### src/rtl/alarm_controller_nz_pkg.sv
// alarm_pkg: shared state codes and programming-select codes for the
// multi-door anti-theft controller (alarm_controller_nz) and its bench.
//   main_state_t : main FSM state, driven out on the 3-bit state port
//   arm_state_t  : passive-arm sub-FSM state, active only in DISARMED
//   PSEL_*       : prog_sel codes selecting which delay register is written
package alarm_pkg;

    typedef enum logic [2:0] {
        ARMED      = 3'd0,
        TRIGGER    = 3'd1,
        ALARM_ON   = 3'd2,
        ALARM_HOLD = 3'd3,
        DISARMED   = 3'd4
    } main_state_t;

    typedef enum logic [1:0] {
        WAIT_IGN_OFF    = 2'd0,
        WAIT_DRV_OPEN   = 2'd1,
        WAIT_ALL_CLOSED = 2'd2,
        ARM_DELAY       = 2'd3
    } arm_state_t;

    localparam logic [1:0] PSEL_ARM  = 2'd0;
    localparam logic [1:0] PSEL_DRV  = 2'd1;
    localparam logic [1:0] PSEL_PASS = 2'd2;
    localparam logic [1:0] PSEL_ON   = 2'd3;

endpackage

### src/rtl/alarm_controller_nz_countdown_timer.sv
// countdown_timer: seconds countdown with its own tick prescaler.
//   clock, reset : system clock, asynchronous active-high reset
//   load, value  : load countdown with value (0 is clamped to 1), restart prescaler
//   cancel       : clear the countdown (prescaler keeps running)
//   tick         : 1-cycle pulse every TICK_CYCLES clocks (free running)
//   count        : seconds remaining, 0 when idle
//   expired      : 1-cycle pulse in the cycle count goes 1 -> 0
module countdown_timer #(
    parameter int unsigned TIME_W      = 4,
    parameter int unsigned TICK_CYCLES = 100000000
) (
    input  logic              clock,
    input  logic              reset,
    input  logic              load,
    input  logic              cancel,
    input  logic [TIME_W-1:0] value,
    output logic              tick,
    output logic [TIME_W-1:0] count,
    output logic              expired
);

    localparam int unsigned PRE_W = (TICK_CYCLES > 1) ? $clog2(TICK_CYCLES) : 1;

    logic [PRE_W-1:0] pre;

    assign tick = (pre == PRE_W'(TICK_CYCLES - 1));

    always_ff @(posedge clock or posedge reset) begin
        if (reset)
            pre <= '0;
        else if (load || tick)
            pre <= '0;
        else
            pre <= pre + 1'b1;
    end

    // Load beats a coincident tick; cancel beats a decrement.
    always_ff @(posedge clock or posedge reset) begin
        if (reset)
            count <= '0;
        else if (load)
            count <= (value == '0) ? TIME_W'(1) : value;
        else if (cancel)
            count <= '0;
        else if (tick && count != '0)
            count <= count - 1'b1;
    end

    assign expired = tick && !load && !cancel && (count == TIME_W'(1));

endmodule

### src/rtl/alarm_controller_nz.sv
// alarm_controller_nz: multi-door vehicle anti-theft controller with passive
// arming, programmable delays and a latched trigger-door record.
//   clock, reset          : system clock, asynchronous active-high reset
//   ignition              : 1 = ignition on
//   doors[NUM_DOORS]      : 1 = door open (debounced upstream)
//   prog_sel/value/we     : delay register write port (PSEL_* codes)
//   state                 : main FSM state code
//   status                : status LED
//   siren_en              : siren generator enable
//   countdown             : seconds left on the active timer, 0 when idle
//   trig_door             : doors that caused / joined the current trigger
module alarm_controller_nz
    import alarm_pkg::*;
#(
    parameter int unsigned NUM_DOORS   = 4,
    parameter int unsigned DRIVER_IDX  = 0,
    parameter int unsigned TIME_W      = 4,
    parameter int unsigned TICK_CYCLES = 100000000,
    parameter int unsigned T_ARM_DEF   = 6,
    parameter int unsigned T_DRV_DEF   = 8,
    parameter int unsigned T_PASS_DEF  = 15,
    parameter int unsigned T_ON_DEF    = 10
) (
    input  logic                 clock,
    input  logic                 reset,
    input  logic                 ignition,
    input  logic [NUM_DOORS-1:0] doors,
    input  logic [1:0]           prog_sel,
    input  logic [TIME_W-1:0]    prog_value,
    input  logic                 prog_we,
    output logic [2:0]           state,
    output logic                 status,
    output logic                 siren_en,
    output logic [TIME_W-1:0]    countdown,
    output logic [NUM_DOORS-1:0] trig_door
);

    main_state_t state_q, state_d;
    arm_state_t  arm_q, arm_d;
    logic [NUM_DOORS-1:0] trig_q, trig_d;
    logic [TIME_W-1:0]    t_arm, t_drv, t_pass, t_on;
    logic                 tgl_q;

    logic              tmr_load, tmr_cancel, tick, expired;
    logic [TIME_W-1:0] tmr_value;

    wire any_open = |doors;

    countdown_timer #(
        .TIME_W      (TIME_W),
        .TICK_CYCLES (TICK_CYCLES)
    ) u_timer (
        .clock   (clock),
        .reset   (reset),
        .load    (tmr_load),
        .cancel  (tmr_cancel),
        .value   (tmr_value),
        .tick    (tick),
        .count   (countdown),
        .expired (expired)
    );

    always_ff @(posedge clock or posedge reset) begin
        if (reset) begin
            t_arm  <= TIME_W'(T_ARM_DEF);
            t_drv  <= TIME_W'(T_DRV_DEF);
            t_pass <= TIME_W'(T_PASS_DEF);
            t_on   <= TIME_W'(T_ON_DEF);
        end else if (prog_we) begin
            case (prog_sel)
                PSEL_ARM:  t_arm  <= prog_value;
                PSEL_DRV:  t_drv  <= prog_value;
                PSEL_PASS: t_pass <= prog_value;
                default:   t_on   <= prog_value;
            endcase
        end
    end

    always_ff @(posedge clock or posedge reset) begin
        if (reset) begin
            state_q <= ARMED;
            arm_q   <= WAIT_IGN_OFF;
            trig_q  <= '0;
            tgl_q   <= 1'b0;
        end else begin
            state_q <= state_d;
            arm_q   <= arm_d;
            trig_q  <= trig_d;
            if (state_q != ARMED)
                tgl_q <= 1'b0;
            else if (tick)
                tgl_q <= ~tgl_q;
        end
    end

    // prog_we and ignition are pre-empting events handled ahead of the
    // per-state case; every exit from a timed state cancels its timer so
    // countdown reads 0 whenever nothing is being timed.
    always_comb begin
        state_d    = state_q;
        arm_d      = arm_q;
        trig_d     = trig_q;
        tmr_load   = 1'b0;
        tmr_cancel = 1'b0;
        tmr_value  = t_arm;
        if (prog_we) begin
            state_d    = ARMED;
            tmr_cancel = 1'b1;
        end else if (state_q != DISARMED && ignition) begin
            state_d    = DISARMED;
            arm_d      = WAIT_IGN_OFF;
            tmr_cancel = 1'b1;
        end else begin
            case (state_q)
                ARMED: if (any_open) begin
                    state_d   = TRIGGER;
                    tmr_load  = 1'b1;
                    tmr_value = doors[DRIVER_IDX] ? t_drv : t_pass;
                    trig_d    = doors;
                end
                TRIGGER: begin
                    trig_d = trig_q | doors;
                    if (expired)
                        state_d = ALARM_ON;
                end
                ALARM_ON: if (!any_open) begin
                    state_d   = ALARM_HOLD;
                    tmr_load  = 1'b1;
                    tmr_value = t_on;
                end
                ALARM_HOLD: begin
                    if (any_open) begin
                        state_d    = ALARM_ON;
                        tmr_cancel = 1'b1;
                    end else if (expired) begin
                        state_d = ARMED;
                        trig_d  = '0;
                    end
                end
                DISARMED: begin
                    case (arm_q)
                        WAIT_IGN_OFF: if (!ignition) arm_d = WAIT_DRV_OPEN;
                        WAIT_DRV_OPEN: begin
                            if (ignition)
                                arm_d = WAIT_IGN_OFF;
                            else if (doors[DRIVER_IDX])
                                arm_d = WAIT_ALL_CLOSED;
                        end
                        WAIT_ALL_CLOSED: if (!any_open) begin
                            arm_d     = ARM_DELAY;
                            tmr_load  = 1'b1;
                            tmr_value = t_arm;
                        end
                        ARM_DELAY: begin
                            if (any_open) begin
                                arm_d      = WAIT_ALL_CLOSED;
                                tmr_cancel = 1'b1;
                            end else if (ignition) begin
                                arm_d      = WAIT_IGN_OFF;
                                tmr_cancel = 1'b1;
                            end else if (expired) begin
                                state_d = ARMED;
                            end
                        end
                        default: arm_d = WAIT_IGN_OFF;
                    endcase
                end
                default: state_d = ARMED;
            endcase
        end
    end

    always_comb begin
        status   = 1'b0;
        siren_en = 1'b0;
        case (state_q)
            ARMED:                status = tgl_q;
            TRIGGER:              status = 1'b1;
            ALARM_ON, ALARM_HOLD: begin
                status   = 1'b1;
                siren_en = 1'b1;
            end
            default:              status = 1'b0;
        endcase
    end

    assign state     = state_q;
    assign trig_door = trig_q;

endmodule

### config.mk
export PLATFORM = sky130hd
export DESIGN_NAME = alarm_controller_nz
export DESIGN_NICKNAME = d
export VERILOG_FILES = /design/src/rtl/alarm_controller_nz_pkg.sv /design/src/rtl/alarm_controller_nz_countdown_timer.sv /design/src/rtl/alarm_controller_nz.sv
export SDC_FILE = /design/constraint.sdc
export NUM_CORES = 1
export LEC_CHECK = 0
export BUFFER_PORTS_ARGS = -buffer_cell sky130_fd_sc_hd__buf_4
export CAP_MARGIN = 20
export CORE_ASPECT_RATIO = 0.8
export CORE_UTILIZATION = 45
export CTS_CLUSTER_SIZE = 24
export DETAILED_ROUTE_END_ITERATION = 10
export GPL_TIMING_DRIVEN = 0
export PLACE_DENSITY_LB_ADDON = 0.15
export SETUP_SLACK_MARGIN = 0.15
export SYNTH_ARGS = -nofsm -noshare
export SYNTH_HDL_FRONTEND = slang
export SYNTH_SLANG_ARGS = --single-unit
### constraint.sdc
create_clock -name clock -period 2.3 [get_ports clock]
set_input_delay 0.115 -clock clock [delete_from_list [all_inputs] [get_ports clock]]
set_output_delay 0.115 -clock clock [all_outputs]
set_load 0.01 [all_outputs]
* Word level (Yosys, flattened, before mapping) *
Index checks and enable logic that the tools add are counted.

storage, ports and cells
  input port bits = 14
  output and inout bits = 13
  logic and storage cells = 122
  register bits after elaboration = 57

operators by class
  mux-type cells = 51
  reduce and logical (&&, ||, !) cells = 29
  add/subtract/negate cells = 2
  eq/ne operators = 25
  bitwise logic cells = 5

operators with widths
  kind                   number
  $mux 4                 12
  $ne 4x4->1 const B     8
  $mux 3                 10
  $add 27x1->27 const B  1
  $eq 27x27->1 const B   1
  $mux 27                1
  $reduce_and 6->1       3
  $mux 2                 8
  $pmux 3 s5             1
  $mux 1                 13
  $pmux 4 s3             1
  $ne 3x3->1 const B     3
  $reduce_bool 3->1      3
  $pmux 2 s4             1
  $pmux 4 s2             1
  $reduce_and 2->1       4
  $eq 2x2->1 const B     3
  $eq 3x2->1 const B     2
  $ne 2x2->1 const B     3
  $reduce_or 3->1        2
  $logic_and 1x1->1      5
  $eq 2x1->1 const B     2
  $eq 4x1->1 const B     1
  $logic_not 2->1        2
  15 further kinds       21

* Logic depth before layout (Yosys ltp) *
Gate-level depths: netlist of run 1.

  word-level depth = 17
  mapped depth = 9
  gate-level depth less buffers = 7

* Cells and area by module *
A second synthesis of run 1 with hierarchy kept.

unflattened totals
  cells, all modules = 339
  area, all modules = 3303.2 µm²

modules (own cells, without submodules)
  module               instances  sequential area each (µm²)  cells each  area each (µm²)
  countdown_timer      1          775.7                       191         1754.2
  alarm_controller_nz  1          661.9                       148         1549.0

* Least setup slack after synthesis of run 1 *
Ideal clock, no wire load.

  path type = reg2reg
  start = register u_timer.pre[0]
  end = register u_timer.count[0]
  library setup time = 126 ps
  setup slack = 177 ps
  period minus slack after synthesis = 2123 ps
  required time = 2174 ps
  path buffers = 1
  arrival = 1997 ps
  cell stages (with the launch flop) = 9
  cell sequence = dfrtp_1 > ha_1 > and3_1 > clkbuf_1 > nand3_1 > nor4_2 > nand2_1 > xnor2_1 > a221o_1

on the way
  word-level cells in the longest chain between the ends = 3

RTL lines
  what                                line                                       RTL
  start, declared                     alarm_controller_nz_countdown_timer.sv:24  logic [PRE_W-1:0] pre;
  start signal, assigned              alarm_controller_nz_countdown_timer.sv:34  pre <= pre + 1'b1;
  $eq 27x27->1                        alarm_controller_nz_countdown_timer.sv:26  assign tick = (pre == PRE_W'(TICK_CYCLES - 1));
  $logic_and 1x1->1                   alarm_controller_nz_countdown_timer.sv:45  else if (tick && count != '0)
  $reduce_bool 3->1 (no source line)  -
  end signal, assigned                alarm_controller_nz_countdown_timer.sv:42  count <= (value == '0) ? TIME_W'(1) : value;
  end signal, assigned                alarm_controller_nz_countdown_timer.sv:46  count <= count - 1'b1;
  end, declared                       alarm_controller_nz_countdown_timer.sv:18  output logic [TIME_W-1:0] count,

Every way passes these cells.
A chain may end at the register's enable or synchronous reset.

* Worst setup path after layout of run 1 *
  start = register state_q[2] (netlist: state[2])
  end = register u_timer.count[0]

on the way
  word-level cells in the longest chain between the ends = 7
  elaborated cells on any way between the ends = 20
  classes of those cells = 4 x eq/ne; 12 x mux; 4 x reduce/logical

RTL lines
  what                                             line                                                    RTL
  start, declared                                  alarm_controller_nz.sv:38                               main_state_t state_q, state_d;
  start signal, assigned                           alarm_controller_nz.sv:86                               state_q <= state_d;
  $eq 3x2->1 (tied with other cells)               alarm_controller_nz.sv:114                              case (state_q)
  $pmux 4 s2 or $logic_and 1x1->1 (tied branches)  alarm_controller_nz.sv:114, alarm_controller_nz.sv:109
  $mux 4                                           alarm_controller_nz.sv:109                              end else if (state_q != DISARMED && ignition) begin
  $mux 4                                           alarm_controller_nz.sv:106                              if (prog_we) begin
  $logic_not 4->1                                  alarm_controller_nz_countdown_timer.sv:42
  $mux 4                                           alarm_controller_nz_countdown_timer.sv:42
  $mux 4                                           alarm_controller_nz_countdown_timer.sv:41               else if (load)

Parallel ways exist; a longest one is shown, timed or not.

==> results.yml, run 1 <==
timing:
  finalCriticalPeriod_ps: 2160
  clock.fmax_mhz: 463
  fin_setup_tns_ps: 0
  slew_headroom_pct: 49.6
  worst_pin_slew_ps: 750
  rsz0062_at_grt: "true"
  setup_violations: 0
  fin_crit_sh_pct: 93.8
  slew_viol_final: 0
  hold_violations: 0
  skew_ps: 5.52
synthesis:
  synth_ff_type: "dfrtp_1"
  synth_warnings: 0
  ys_seq_area_share_pct: 44.9
  syn-cell-area_um2: 3200
  synth.distinct_cells: 56
  netlist_instances: 330
  async_flop_share_pct: 100
  syn_area_per_cell_um2: 9.70
  ys_ff_latch: 57
  synth_nets: 347
  synth_edf_count: 0
place:
  io_buffer_count: 24
  dp_hpwl_mm: 5.05
  gp_congestion: 0.817
drt:
  vias: 2582
  drc: 0
  routed_wl_mm: 7.14
  wire_per_inst_um: 15.2
  ant_nets: 0
  vias_per_cell: 5.51
  drt_pass1_iterations: 5
  initialDrtViolationCount: 161
worst_setup_path:
  endpoint_kind: "register"
  critPathLaunch: "state[2]"
  r2r-start: "state[2]"
  crit_path_start_kind: "register"
  r2r_slack_ps: 140
  timing.critical_path.to: "u_timer.count[0]"
  cp_slowest_stage_delay_ps: 450
  reg2reg_depth: 7
  arrival_ps: 2370
  worst-setup-path-type: "register to register"
  cp.required_ps: 2520
  r2r_end: "u_timer.count[0]"
  path_max_fanout: 7
  crit_slowest_cell: "dfrtp_2"
  crit_chain: "or3_4, buf_8, nor4b_4, buf_4, a22o_4, nor3b_1, a221o_1"
min_path:
  hold_depth: 2
  min_path_type: "input pin to register"
power:
  p_per_area_nw_per_um2: 702
  vdd_drop_max_uv: 316
  leakagePower_uw: 0.00174
clock_network:
  cts_tree: "yes"
  clk_pin_slew_ps: 70
  clock_sinks: 57
  cts_max_path_buffers: 2
  clock-root-buffer: "clkbuf_8"
  cts_made_buffers: 9
  h-tree-depth: 3
  worstSkewPairLatency_ps: 340
global_route:
  grt_pass1_wl_mm: 11.9
  antenna_found_initial: 0
  grt_max_degree: 38
  grt_pass1_vias: 2433
  overflow: 0
  grt_util_all_layers_pct: 20.9
final_layout:
  layout_common_cells: "nor2_1 (44), dfrtp_1 (44), buf_4 (36), nand2_1 (26), nand3_1 (20)"
  area_growth_syn_to_layout_pct: 22.7
  fillCellCount: 616
  diodes: 0
  utilization_pct: 57.0
  fin_nets: 394
  drive_above_1_share_pct: 31.2
floorplanning:
  die_area_um2: 7460
  rows: 27
  dieHeight_um: 77.4
  initial_utilization_pct: 46.5
  dieWidth_um: 96.3
  ios: 27
  core_region_area_um2: 6890
job:
  cap_violations: 0
status:
  status: "finished clean"
-- cells by family after synthesis --
kind of cell             share of synthesized area, %
multiplexers                                     7.00
AND/OR/NAND/NOR                                  26.4
XOR/XNOR                                         7.66
adder cells (fa/ha/maj)                          1.17
AO/OA/AOI/OAI                                    9.46
buffers and inverters                            3.40
flip-flops                                       44.9
-- cells in the mapped netlist (2+ instances only) --
master    count  area (um2)
xor2_1       14         123
or3_1         2        12.5
a31oi_1       6        37.5
a222oi_1      2        20.0
mux2_2       19         214
and3_1       10        62.6
ha_1          3        37.5
and2_1        5        31.3
nand2_1      28         105
nor4_1        6        37.5
buf_6         2        22.5
nor2_1       45         169
nor4b_1       2        17.5
nand4_1       6        37.5
nor3b_1       6        45.0
a21oi_1       3        15.0
nand3_1      21         105
a22oi_1       6        45.0
o21ai_0       8        40.0
nand4b_1      2        17.5
buf_2         3        15.0
o21a_1        2        15.0
xnor2_1      14         123
inv_1        11        41.3
nand3b_1      2        15.0
nor3_1        9        45.0
clkbuf_1      7        26.3
or2_2         2        12.5
dfstp_2       9         236
and4_1        2        17.5
dfrtp_1      48        1200
-- through the flow --
step	power [uW]	setup WS, ps	hold slack (ps)	cells	area, um2
3_3_place_gp	1740	-192	352	441	3490
3_5_place_dp	1770	-166	166	442	3510
6_report	2760	142	37.2	469	3930
5_1_grt	2910	70.3	21.1	469	3930
4_1_cts	2750	152	24.3	461	3790
2_1_floorplan	1590	177	232	330	3200
-- power by group --
group	switching [uW]	internal (uW)	leakage, uW
Clock	405	555	0.000109
Combinational	253	271	0.000907
Sequential	118	1160	0.000721
-- final cells by class --
type	count	area (um2)	area share, %
plain buffers	13	95.1	2.42
well taps	87	109	2.77
repair buffers	36	285	7.26
clock buffers	11	151	3.85
flip-flops and latches	57	1440	36.7
inverters	11	41.3	1.05
multi-input cells	249	1750	44.6
clock inverters	5	53.8	1.37
-- layer usage --
layer / wire length [um] / GRT usage (%) / vias up
li1: - / - / 1271
met1: 3730 / 32.5 / 1241
met2: 2980 / 27.0 / 64
met3: 360 / 7.16 / 6
met4: 67 / 5.74 / 0
met5: 0 / 0 / -
-- registers in the layout, indices dropped and copies added (netlist names) --
signal,count
arm_q,2
t_arm,4
state,3
tgl_q,1
u_timer.pre,27
u_timer.count,4
trig_door,4
t_pass,4
t_on,4
t_drv,4
-- timing repair --
| item | 4_1_cts | 5_1_grt |
|---|---|---|
| gates cloned | 0 | 0 |
| hold buffers | 1 | 0 |
| gates resized for setup | 13 | 23 |
| buffers inserted | 2 | 8 |
| hold endpoints to repair | 11 | 0 |
| pin swaps | 5 | 8 |
| setup endpoints to repair | 32 | 24 |
-- critical path, delay by kind of cell (launching register included) --
kind | cells | cell delay (ps)
simple gates | 3 | 770
compound gates | 2 | 490
flops | 1 | 450
buf+inv | 2 | 320
-- how the worst min path moves through the flow --
| stage | start | end | slack, ps |
|---|---|---|---|
| global placement | prog_value[3] | t_arm[3] | 350 |
| finish | prog_value[0] | t_pass[0] | 40 |
| floorplan | prog_value[3] | t_arm[3] | 230 |
| CTS | prog_value[0] | t_pass[0] | 20 |
| detailed placement | reset | u_timer.count[0] | 170 |
| global route | prog_value[1] | t_on[1] | 20 |
(Power assumes the default switching activity.)
==> run 2: changes to the inputs <==
- BUFFER_PORTS_ARGS: -buffer_cell sky130_fd_sc_hd__buf_4 -> -buffer_cell sky130_fd_sc_hd__clkbuf_2
==> run 2 against run 1 <==
  * First-iteration DRC count down 8.7%
  * Fmax down 1.2%
  * Clock-buffer cell count unchanged
  * Design area down 2.2%
  * Largest cell class unchanged
  * Critical path type unchanged
  * Cell count down 1.1%
  * Setup slack worse by 27 ps
  * Global-route usage up 0.19 points
  * Total power up 3.0%
  * Via count up 0.66%
==> results.yml, run 2 (synthesis gave the netlist of run 1 again) <==
clock_network:
  h-tree-depth: 3
  clock-root-buffer: "clkbuf_8"
  clk_pin_slew_ps: 60
  clock_sinks: 57
  cts_tree: "yes"
  worstSkewPairLatency_ps: 340
  cts_max_path_buffers: 2
  cts_made_buffers: 9
place:
  dp_hpwl_mm: 5.02
  io_buffer_count: 24
  gp_congestion: 0.880
timing:
  fin_setup_tns_ps: 0
  setup_violations: 0
  skew_ps: 7.80
  clock.fmax_mhz: 458
  rsz0062_at_grt: "true"
  slew_viol_final: 0
  finalCriticalPeriod_ps: 2180
  hold_violations: 0
  slew_headroom_pct: 49.2
  worst_pin_slew_ps: 757
  fin_crit_sh_pct: 95.0
floorplanning:
  dieHeight_um: 77.4
  die_area_um2: 7460
  dieWidth_um: 96.3
  ios: 27
  core_region_area_um2: 6890
  initial_utilization_pct: 46.5
  rows: 27
worst_setup_path:
  path_max_fanout: 8
  crit_slowest_cell: "dfrtp_2"
  crit_family: "simple AND/OR/NAND/NOR gates"
  crit_chain: "or3_1, buf_6, nor4b_4, a222oi_1, nor3b_2, a221o_1"
  r2r_slack_ps: 120
  worst-setup-path-type: "register to register"
  cp_slowest_stage_delay_ps: 440
  crit_path_start_kind: "register"
  cp.required_ps: 2520
  arrival_ps: 2400
  path_buf_inv: 1
  r2r_end: "u_timer.count[0]"
  endpoint_kind: "register"
  reg2reg_depth: 6
  critPathLaunch: "state[2]"
  r2r-start: "state[2]"
final_layout:
  drive_above_1_share_pct: 30.8
  diodes: 0
  area_growth_syn_to_layout_pct: 20.0
  layout_commonest_cell: "dfrtp_1"
  fillCellCount: 607
  largest_reg_flops: 27
  layout_common_cells: "dfrtp_1 (44), nor2_1 (43), clkbuf_2 (28), nand2_1 (26), nand3_1 (20)"
  fin_nets: 389
  regMostFlops: "u_timer.pre"
drt:
  drt_pass1_iterations: 5
  wire_per_inst_um: 15.6
  routed_wl_mm: 7.24
  ant_nets: 0
  vias_per_cell: 5.60
  initialDrtViolationCount: 147
  drc: 0
  vias: 2599
power:
  leakagePower_uw: 0.00170
  p_per_area_nw_per_um2: 739
  vdd_drop_max_uv: 340
  finalPower_uw: 2840
min_path:
  hold_end: "t_pass[0]"
  hold_depth: 2
  min_path_type: "input pin to register"
  worstHoldStart: "prog_value[0]"
global_route:
  antenna_found_initial: 0
  grt_pass1_vias: 2414
  grt_max_degree: 37
  overflow: 0
  grt_util_all_layers_pct: 21.1
  grt_pass1_wl_mm: 12.1
job:
  cap_violations: 0
status:
  status: "finished clean"
[run 2: worst max-delay path by stage]
stage                        to  slack (ps)  depth (start not counted)
2_1_floorplan  u_timer.count[0]         180                          8
3_3_place_gp           state[1]        -180                          8
3_5_place_dp           state[1]        -200                          8
4_1_cts        u_timer.count[0]         100                          8
5_1_grt        u_timer.count[0]          70                          6
6_report       u_timer.count[0]         120                          6
[run 2: layout make-up]
class | count | area (um2) | share of cell area (%)
Multi-Input combinational cell | 249 | 1740 | 45.3
Sequential cell | 57 | 1440 | 37.5
Timing Repair Buffer | 31 | 188 | 4.88
Clock buffer | 11 | 151 | 3.94
Tap cell | 87 | 109 | 2.83
Buffer | 13 | 91.3 | 2.38
Clock inverter | 5 | 77.6 | 2.02
Inverter | 11 | 41.3 | 1.07
[run 2: power breakdown]
| group | switching [uW] | internal [uW] |
|---|---|---|
| Sequential | 113 | 1160 |
| Clock | 418 | 665 |
| Combinational | 253 | 236 |
| Total | 784 | 2060 |
[run 2: layer usage]
layer  wire [um]  part of all wire [%]  GRT usage, %  up-vias
met3         342                   4.7          5.59        7
met2        3030                    42          28.9       63
met4          71                  0.98          5.74        0
li1            -                     -             -     1259
met1        3790                    52          32.5     1270
met5           0                     0             0        -
[run 2: what timing repair did]
item	in CTS	in global routing
hold buffers	1	0
pin swaps	4	5
resized for setup	9	28
setup buffers	1	4
cloned	0	0
hold endpoints to repair	12	0
endpoints found under the setup margin	36	30
[run 2: worst register-to-register path, delay by kind of cell (launching register included)]
family / cells / cell delay (ps)
AO/OA/AOI/OAI: 2 / 540
flip-flops: 1 / 440
AND/OR/NAND/NOR: 3 / 930
buffers and inverters: 1 / 150
[run 2: metrics by stage]
| stage | instance area, um2 | setup WS [ps] | utilization (%) | hold slack, ps | cells |
|---|---|---|---|---|---|
| floorplan | 3200 | 177 | - | 232 | 330 |
| global placement | 3430 | -183 | 49.8 | 374 | 441 |
| detailed placement | 3450 | -201 | 50.1 | 152 | 442 |
| CTS | 3740 | 97.4 | 54.2 | 26.7 | 460 |
| global route | 3840 | 72.2 | 55.8 | 54.1 | 464 |
| finish | 3840 | 115 | 55.8 | 58.3 | 464 |
==> run 3: changes to the inputs <==
- clock period: 2.3 -> 1.9 ns (I/O delays scaled with it)
==> run 3 against run 2 <==
  * Sequential cell count is the same
  * First-iteration DRC count up 13%
  * The flow now finishes with violations (DRC, setup timing)
  * Global-route usage rose by 0.75 points
  * Sequential power rose by 21%
  * Utilization rose by 5.9 points
  * Clock skew down 2.8 ps
==> results.yml, run 3 (synthesis gave the netlist of run 1 again) <==
final_layout:
  fillCellCount: 571
  largest_reg_flops: 27
  area_growth_syn_to_layout_pct: 32.8
  fin_nets: 412
  regMostFlops: "u_timer.pre"
  postLayoutCellArea_um2: 4250
  diodes: 0
  layout_common_cells: "nor2_1 (43), dfrtp_1 (40), nand2_1 (26), clkbuf_2 (25), buf_4 (24)"
  drive_above_1_share_pct: 39.3
  layout_commonest_cell: "nor2_1"
clock_network:
  cts_made_buffers: 9
  clock-root-buffer: "clkbuf_8"
  clock_sinks: 57
  cts_max_path_buffers: 2
  h-tree-depth: 3
  worstSkewPairLatency_ps: 340
  clk_pin_slew_ps: 70
  cts_tree: "yes"
drt:
  wire_per_inst_um: 15.9
  vias: 2686
  ant_nets: 0
  routed_wl_mm: 7.73
  drt_pass1_iterations: 8
  vias_per_cell: 5.52
  drc: 2
  initialDrtViolationCount: 166
timing:
  fin_ws_ps: -129
  skew_ps: 4.95
  fin_crit_sh_pct: 107
  hold_violations: 0
  clock.fmax_mhz: 493
  slew_viol_final: 0
  worst_pin_slew_ps: 611
  rsz0062_at_grt: "true"
  finalCriticalPeriod_ps: 2030
  slew_headroom_pct: 59.3
  setup_violations: 26
place:
  placed_area_um2: 3570
  dp_hpwl_mm: 5.06
  gp_congestion: 0.866
  io_buffer_count: 24
global_route:
  met3_usage_pct: 7.55
  grt_pass1_vias: 2463
  antenna_found_initial: 0
  grt_pass1_wl_mm: 12.4
  overflow: 0
  grt_max_degree: 36
  grt.busiest_layer: "met1"
  grt_util_all_layers_pct: 21.9
  grtUsageMet2_pct: 28.7
  met1_usage_pct: 34.3
min_path:
  min_path_type: "input pin to register"
power:
  p_per_area_nw_per_um2: 872
  clkPwrFrac_pct: 39.9
  seqPwrFrac_pct: 41.5
  switchingPower_uw: 977
  p_int_uw: 2730
  leakagePower_uw: 0.00189
  finalPower_uw: 3710
  switching_share_pct: 26.3
  pwr-share-comb_pct: 18.5
  vdd_drop_max_uv: 557
worst_setup_path:
  crit_slowest_cell: "dfrtp_2"
  arrival_ps: 2250
  cp.required_ps: 2120
  path_max_fanout: 4
  crit_path_start_kind: "register"
  worst-setup-path-type: "register to register"
  endpoint_kind: "register"
  crit_chain: "or3_1, buf_6, nor4b_4, nand2_1, o2111ai_2, nor2_1, a221o_1"
  cp_slowest_stage_delay_ps: 420
floorplanning:
  dieHeight_um: 77.4
  initial_utilization_pct: 46.5
  dieWidth_um: 96.3
  ios: 27
  rows: 27
  core_region_area_um2: 6890
  die_area_um2: 7460
status:
  violations: "DRC, setup timing"
  status: "finished with violations"
job:
  cap_violations: 0
[run 3: area by class of cell]
type	count	area, um2	area share, %
timing repair buffer	54	389	9.15
tap	87	109	2.56
clock inverter	4	97.6	2.30
buffer	13	131	3.09
inverter	11	43.8	1.03
sequential	57	1450	34.0
clock buffer	12	165	3.88
multi-input combinational	249	1870	43.9
[run 3: timing repair]
item,CTS,global route
hold endpoints to repair,13,0
gates resized for setup,21,27
setup endpoints to repair,39,40
pin swaps,20,9
hold buffers,1,0
cloned,0,1
buffers inserted,16,11
[run 3: through the flow]
stage / hold WS, ps / utilization, % / TNS [ps] / worst slack [ps] / instances
finish: 16.3 / 61.7 / -1000 / -129 / 487
global route: 37.5 / 61.7 / -3950 / -206 / 487
CTS: 10.4 / 58.8 / -2750 / -159 / 475
detailed placement: 142 / 51.8 / -3660 / -192 / 442
global placement: 353 / 51.5 / -21080 / -528 / 441
floorplan: 212 / - / -21.1 / -21.1 / 330
[run 3: final timing paths]
| check | cells after the start | endpoint | slack, ps | start |
|---|---|---|---|---|
| max | 7 | u_timer.count[0] | -130 | state[2] |
| min | 3 | t_arm[3] | 20 | prog_value[3] |
| max reg2reg | 7 | u_timer.count[0] | -130 | state[2] |
| min reg2reg | 1 | t_drv[1] | 500 | t_drv[1] |
| max in group asynchronous | 4 | state[2] | 1000 | reset |
| min in group asynchronous | 3 | u_timer.count[0] | 320 | reset |
[run 3: power groups by stage]
stage          Sequential [uW]  Clock, uW  Combinational (uW)
6_report                  1540       1480                 687
5_1_grt                   1560       1570                 762
4_1_cts                   1530       1510                 637
3_5_place_dp              1550          0                 569
3_3_place_gp              1540          0                 554
2_1_floorplan             1530          0                 405
[run 3: critical path, delay by kind of cell (launching register included)]
family / cells / cell delay (ps)
compound gates: 2 / 500
flops: 1 / 420
buf+inv: 1 / 130
simple gates: 4 / 870
[run 3: per-layer routing]
| metal | wire, um | up-vias | share of wire (%) |
|---|---|---|---|
| met3 | 456 | 8 | 5.9 |
| met4 | 67 | 0 | 0.87 |
| met5 | 0 | - | 0 |
| met2 | 3240 | 81 | 42 |
| met1 | 3960 | 1291 | 51 |
| li1 | - | 1306 | - |
